==> config.mk <==
export PLATFORM = sky130hd
export DESIGN_NAME = sign_narrow_stream
export DESIGN_NICKNAME = d
export VERILOG_FILES = /design/src/rtl/sign_narrow_stream.sv
export SDC_FILE = /design/constraint.sdc
export NUM_CORES = 1
export LEC_CHECK = 0
export BUFFER_PORTS_ARGS = -buffer_cell sky130_fd_sc_hd__buf_2
export CORE_UTILIZATION = 50
export CTS_CLUSTER_SIZE = 40
export DETAILED_ROUTE_END_ITERATION = 7
export GPL_TIMING_DRIVEN = 1
export MAX_ROUTING_LAYER = met4
export PLACE_DENSITY_LB_ADDON = 0.25
export SYNTH_ARGS = -nofsm -noshare
export SYNTH_HDL_FRONTEND = slang
export SYNTH_SLANG_ARGS = --single-unit
==> constraint.sdc <==
create_clock -name i_clk -period 1.75 [get_ports i_clk]
set_clock_uncertainty 0.15 [all_clocks]
set_input_delay 0.175 -clock i_clk [delete_from_list [all_inputs] [get_ports i_clk]]
set_output_delay 0.175 -clock i_clk [all_outputs]
set_load 0.02 [all_outputs]
==> src/rtl/sign_narrow_stream.sv <==
// Two-stage valid/ready pipeline that narrows signed M-bit words to N bits and flags/counts misfits.
// Build option: define SIGN_NARROW_SAT_EN to saturate misfit words; otherwise they wrap.
module sign_narrow_stream #(
  parameter int N     = 12,
  parameter int M     = 32,
  parameter int CNT_W = 8
) (
  input  logic             i_clk,
  input  logic             i_rst,
  input  logic [M-1:0]     i_data,
  input  logic             i_valid,
  output logic             o_ready,
  output logic [N-1:0]     o_data,
  output logic             o_ovf,
  output logic             o_valid,
  input  logic             i_ready,
  input  logic             i_clr,
  output logic [CNT_W-1:0] o_ovf_cnt,
  output logic             o_ovf_sticky
);

  localparam int HW = M - N + 1;

  logic           s1_valid;
  logic [M-1:0]   s1_data;
  logic           s2_adv;
  logic           s1_adv;
  logic [HW-1:0]  s1_high;
  logic           s1_fits;
  logic [N-1:0]   s1_narrow;

  assign s2_adv  = !o_valid || i_ready;
  assign s1_adv  = !s1_valid || s2_adv;
  assign o_ready = s1_adv && !i_rst;

  // A word fits when every bit from the MSB down to the new sign bit agrees.
  assign s1_high = s1_data[M-1:N-1];
  assign s1_fits = (s1_high == '0) || (s1_high == '1);

`ifdef SIGN_NARROW_SAT_EN
  always_comb begin
    s1_narrow = s1_data[N-1:0];
    if (!s1_fits) begin
      s1_narrow = s1_data[M-1] ? {1'b1, {(N-1){1'b0}}} : {1'b0, {(N-1){1'b1}}};
    end
  end
`else
  always_comb begin
    s1_narrow = s1_data[N-1:0];
  end
`endif

  always_ff @(posedge i_clk) begin
    if (i_rst) begin
      s1_valid <= 1'b0;
      s1_data  <= '0;
      o_valid  <= 1'b0;
      o_data   <= '0;
      o_ovf    <= 1'b0;
    end else begin
      if (s2_adv) begin
        o_valid <= s1_valid;
        if (s1_valid) begin
          o_data <= s1_narrow;
          o_ovf  <= !s1_fits;
        end
      end
      if (s1_adv) begin
        s1_valid <= i_valid;
        if (i_valid) begin
          s1_data <= i_data;
        end
      end
    end
  end

  // Clear wins over a same-cycle overflow delivery.
  always_ff @(posedge i_clk) begin
    if (i_rst || i_clr) begin
      o_ovf_cnt    <= '0;
      o_ovf_sticky <= 1'b0;
    end else if (o_valid && i_ready && o_ovf) begin
      o_ovf_sticky <= 1'b1;
      if (o_ovf_cnt != {CNT_W{1'b1}}) begin
        o_ovf_cnt <= o_ovf_cnt + CNT_W'(1);
      end
    end
  end

endmodule

# Yosys cells after proc, flatten, opt, wreduce, memory -nomap -nowiden

Cells that the tools add are included.

Latch bits: 0
Output and inout bits: 24
Memory bits (writable): 0
Flip-flop bits (word level): 56
Memories kept: 0
ROM bits: 0
Bits of input ports: 37

Reduce and logical (&&, ||, !) cells: 15
$lt $le $gt $ge: 0
Bitwise gates (word level): 0
Equal/unequal tests: 2
Mux-type cells: 0
$add $sub $neg: 1
Multiply operators: 0
Shift-type cells: 0
Divide/modulo/power cells: 0

Operator list:

| kind                                         | count |
|---|---|
| == test 21 bit, second input constant        | 1 |
| logical NOT 21 bit                           | 1 |
| adder 8 x 1 -> 8 bit, second input constant  | 1 |
| inequality test 8 bit, second input constant | 1 |
| AND reduction 2 bit                          | 3 |
| logical NOT 1 bit                            | 4 |
| logical OR 1 bit                             | 4 |
| logical AND 1 bit                            | 3 |

# Depth between registers and ports, before layout

Word-level depth: 4
Gate-level depth with buffers: 6
Mapped depth without buffers: 5

# Worst setup path after synthesis

No wires, ideal clock.

Path type: reg-to-reg
Start point: register o_ovf_cnt[2]
End point: register o_ovf_cnt[7]
Period minus slack after synthesis: 1,562 ps
Slack: 188 ps
Path buffers: 0
Arrival: 1,342 ps
Library setup time: 70 ps
Stages on the path, launching flop included: 4
Data required time: 1,530 ps
Cell sequence: dfxtp_1 -> nand4_2 -> or4_1 -> a21oi_1

Longest elaborated chain between the ends: 2
Elaborated cells between the ends (all ways): 3
Those cells by class: 1 x add/sub; 1 x eq/ne; 1 x reduce/logical

Ends and longest elaborated chain:

| item                                                                         | line | RTL |
|---|---|---|
| start: declaration                                                           | 18   | `output logic [CNT_W-1:0] o_ovf_cnt,` |
| start signal: assignment                                                     | 85   | `o_ovf_cnt <= o_ovf_cnt + CNT_W'(1);` |
| parallel branches: the longest is 2 deep, another holds adder 8 x 1 -> 8 bit | n/a  |  |

Several ways; the timed one is not identified.
A chain may end at the register's enable or synchronous reset.

# Worst setup path in the final report

Start point: register o_ovf_cnt[0]
End point: register o_ovf_cnt[6]

The elaborated chain is that of the path after synthesis.

==> results by group <==
Run status
  • Status: finished clean

Layout
  • N_diodes: 0
  • Area growth syn-to-layout: 37.6%
  • Fin cells: 409
  • Fill cells: 318
  • Finished Core Util: 73.0%
  • Layout cells sized above 1: 21.7%
  • Nets@finish: 396

Logic synthesis
  • Synth area leader: dfxtp_1
  • Syn avg cell area: 8.06 um^2
  • Sequential area share after synthesis: 52.1%
  • Ys async rst share: 0%
  • Top cells by count, synth: nand2_1 (91), dfxtp_1 (56), a21oi_1 (47)
  • Number of library cell types mapped by synthesis: 27
  • Count of state elements after synthesis: 56
  • Cells after Synth: 267
  • Synth Flop Type: dfxtp_1
  • Most common cell in the netlist: nand2_1
  • Syn Nets: 305
  • Post-synth top area share: 52.1%
  • Synth Warn #: 0
  • Post-synth EDFFs: 0
  • Area contributors post-synth: dfxtp_1 (52%), nand2_1 (16%), a21oi_1 (11%)
  • Synth Cell Area: 0.00215 mm^2

Floorplanning
  • I/O Pins: 61
  • DIE HEIGHT: 67.6 um
  • Die ar.: 0.00457 mm^2
  • Core box area: 0.00406 mm^2
  • Die W: 67.6 um
  • Starting Density: 53.0%
  • Row count: 23

Placement
  • Hpwl dp: 3060 um
  • Pre-CTS setup slack: 0.135 ns
  • # port buffers: 60
  • Placed cell count: 368
  • RD Place Congestion: 0.852

Worst setup path
  • Crit path kind: reg -> reg
  • Critical Path Sink Type: flip-flop
  • Worst setup SP type: flip-flop
  • Worst Path Arrival: 1.67 ns
  • WP data required: 1.84 ns
  • Worst-path fanout max: 5

STA
  • Setup violators final: 0
  • F_max: 0.633 GHz
  • Fin. max-slew vios: 0
  • Final Hold Viols: 0
  • Transition time of the tightest slew-check pin: 0.494 ns
  • Slew Limit Headroom: 66.9%
  • Fin crit period: 1.58 ns
  • RSZ-0062 raised after global routing: no
  • Final Cycle Share: 90.2%
  • Worst Setup Slack, final: 0.171 ns
  • Setup TNS: 0 ns

Drt
  • DRC: 0
  • DRT Wirelength: 5000 um
  • DRT Pass-1 Iters: 6
  • Vias/cell: 5.11
  • Routed len/inst: 12.2 um
  • Vias: 2090
  • Iter 0 DRT Violations: 142
  • Detail Route Antenna Nets: 0

Clock network
  • Clk sink count: 56
  • Worst skew pair latency: 0.31 ns
  • Clock Path Buffers: 2
  • CTS Buf Count: 5
  • Setup Fix Bufs, Post-CTS: 0
  • Worst-path clk slew: 0.10 ns
  • CTS Root Cell: clkbuf_8
  • TritonCTS clock tree: yes
  • H-tree depth: 2

Global route
  • Initial antenna violation count: 0
  • Met2 Use GR: 40.1%
  • Total GRT Usage: 24.4%
  • First-pass GRT wire length: 7940 um
  • GRT Residual Overflow: 0
  • GRT busiest layer: met2
  • GR Util met3: 4.22%
  • Met1 usage: 28.5%
  • Largest net degree at the start of global routing: 33
  • Number of global-route vias before repair: 1848

Pwr
  • Clock power share: 33.6%
  • Leakage: 0.00123 uW
  • Worst IR drop on VDD: 0.000595 V
  • Combinational share of power: 11.3%
  • Switching Fraction: 23.4%
  • Cell Int Power: 1900 uW
  • Sw Pwr: 580 uW
  • Sequential share of power: 55.0%
  • Power Dens Cells: 836 mW/mm^2

Worst hold path
  • Hold Crit Class: in -> reg

Job
  • Maxcap violations: 0
-- path summary, 6_finish.rpt --
kind,startpoint,end,slack (ns),cells after the start
setup / recovery,o_ovf_cnt[0],o_ovf_cnt[6],0.17,5
hold / removal,i_ready,o_valid,0.06,4
setup reg to reg,o_ovf_cnt[0],o_ovf_cnt[6],0.17,5
hold reg to reg,o_ovf_sticky,o_ovf_sticky,0.30,2
-- area by class of cell --
type,instances,area (um^2),area share [%]
sequential,56,1120,37.9
inverter,2,7.51,0.254
multi-input combinational,194,961,32.5
clock inverter,2,35.0,1.18
timing repair buffer,99,701,23.7
tap,50,62.6,2.11
clock buffer,6,72.6,2.45
-- per-stage QoR --
step | power [uW] | area [um^2] | hold WS (ns)
3_3_place_gp | 1610 | 2520 | 0.265
5_1_grt | 2580 | 2960 | 0.0786
3_5_place_dp | 1610 | 2520 | 0.270
6_report | 2470 | 2960 | 0.0648
2_1_floorplan | 1520 | 2150 | 0.130
4_1_cts | 2480 | 2960 | 0.0466
-- timing repair --
action                     CTS  global route
resized for setup            0             1
hold endpoints to repair    33             0
hold buffers                33             0
setup endpoints to repair    0            12
-- critical path: stages (launching register included) --
cell and delay (ns):
dfxtp_1 0.40, ha_1 0.29, inv_1 0.10, nor2_1 0.22
a41oi_1 0.15, nor3_1 0.20
-- cells in the final DEF (no fill, tap or decap), types with 2 or more instances in the layout --
master	n
nand2_1	91
a21oi_1	47
nor2b_2	2
buf_2	60
nor2_1	11
clkbuf_8	5
a41oi_1	2
buf_12	2
dfxtp_1	56
nor2b_1	2
inv_1	2
nand2b_1	2
nand3_1	2
nor3_1	3
nand4_1	6
or4_1	3
dlygate4sd3_1	33
a311oi_1	3
nor4_1	5
o41ai_1	2
xnor2_1	4
buf_4	4
-- logic make-up (layout without fill, tap and decap cells) --
family	after synthesis	count (layout)	share of synthesized area (%)
AND/OR/NAND/NOR	133	133	27.3
adder cells (fa/ha/maj)	1	1	0.581
buffers and inverters	17	109	3.49
XOR/XNOR	4	4	1.63
flip-flops	56	56	52.1
AO/OA/AOI/OAI	55	55	14.5
multiplexers	1	1	0.465
-- metal layers --
metal,vias up,wire [um]
met5,-,0
met3,7,165
met2,43,2490
met4,0,99
met1,953,2240
li1,1087,-
-- registers in the layout (all words and copies together) (netlist names) --
signal / flops
s1_data: 32
o_valid: 1
o_ovf_sticky: 1
o_data: 12
s1_valid: 1
o_ovf: 1
o_ovf_cnt: 8
-- power groups by stage --
stage | clock network (uW) | registers [uW] | logic, uW
after floorplan | 0 | 1390 | 121
after global placement | 0 | 1390 | 218
after detailed placement | 0 | 1390 | 220
after CTS | 844 | 1360 | 276
after global routing | 898 | 1370 | 310
final | 832 | 1360 | 281
Power figures use the tool's default switching activity.
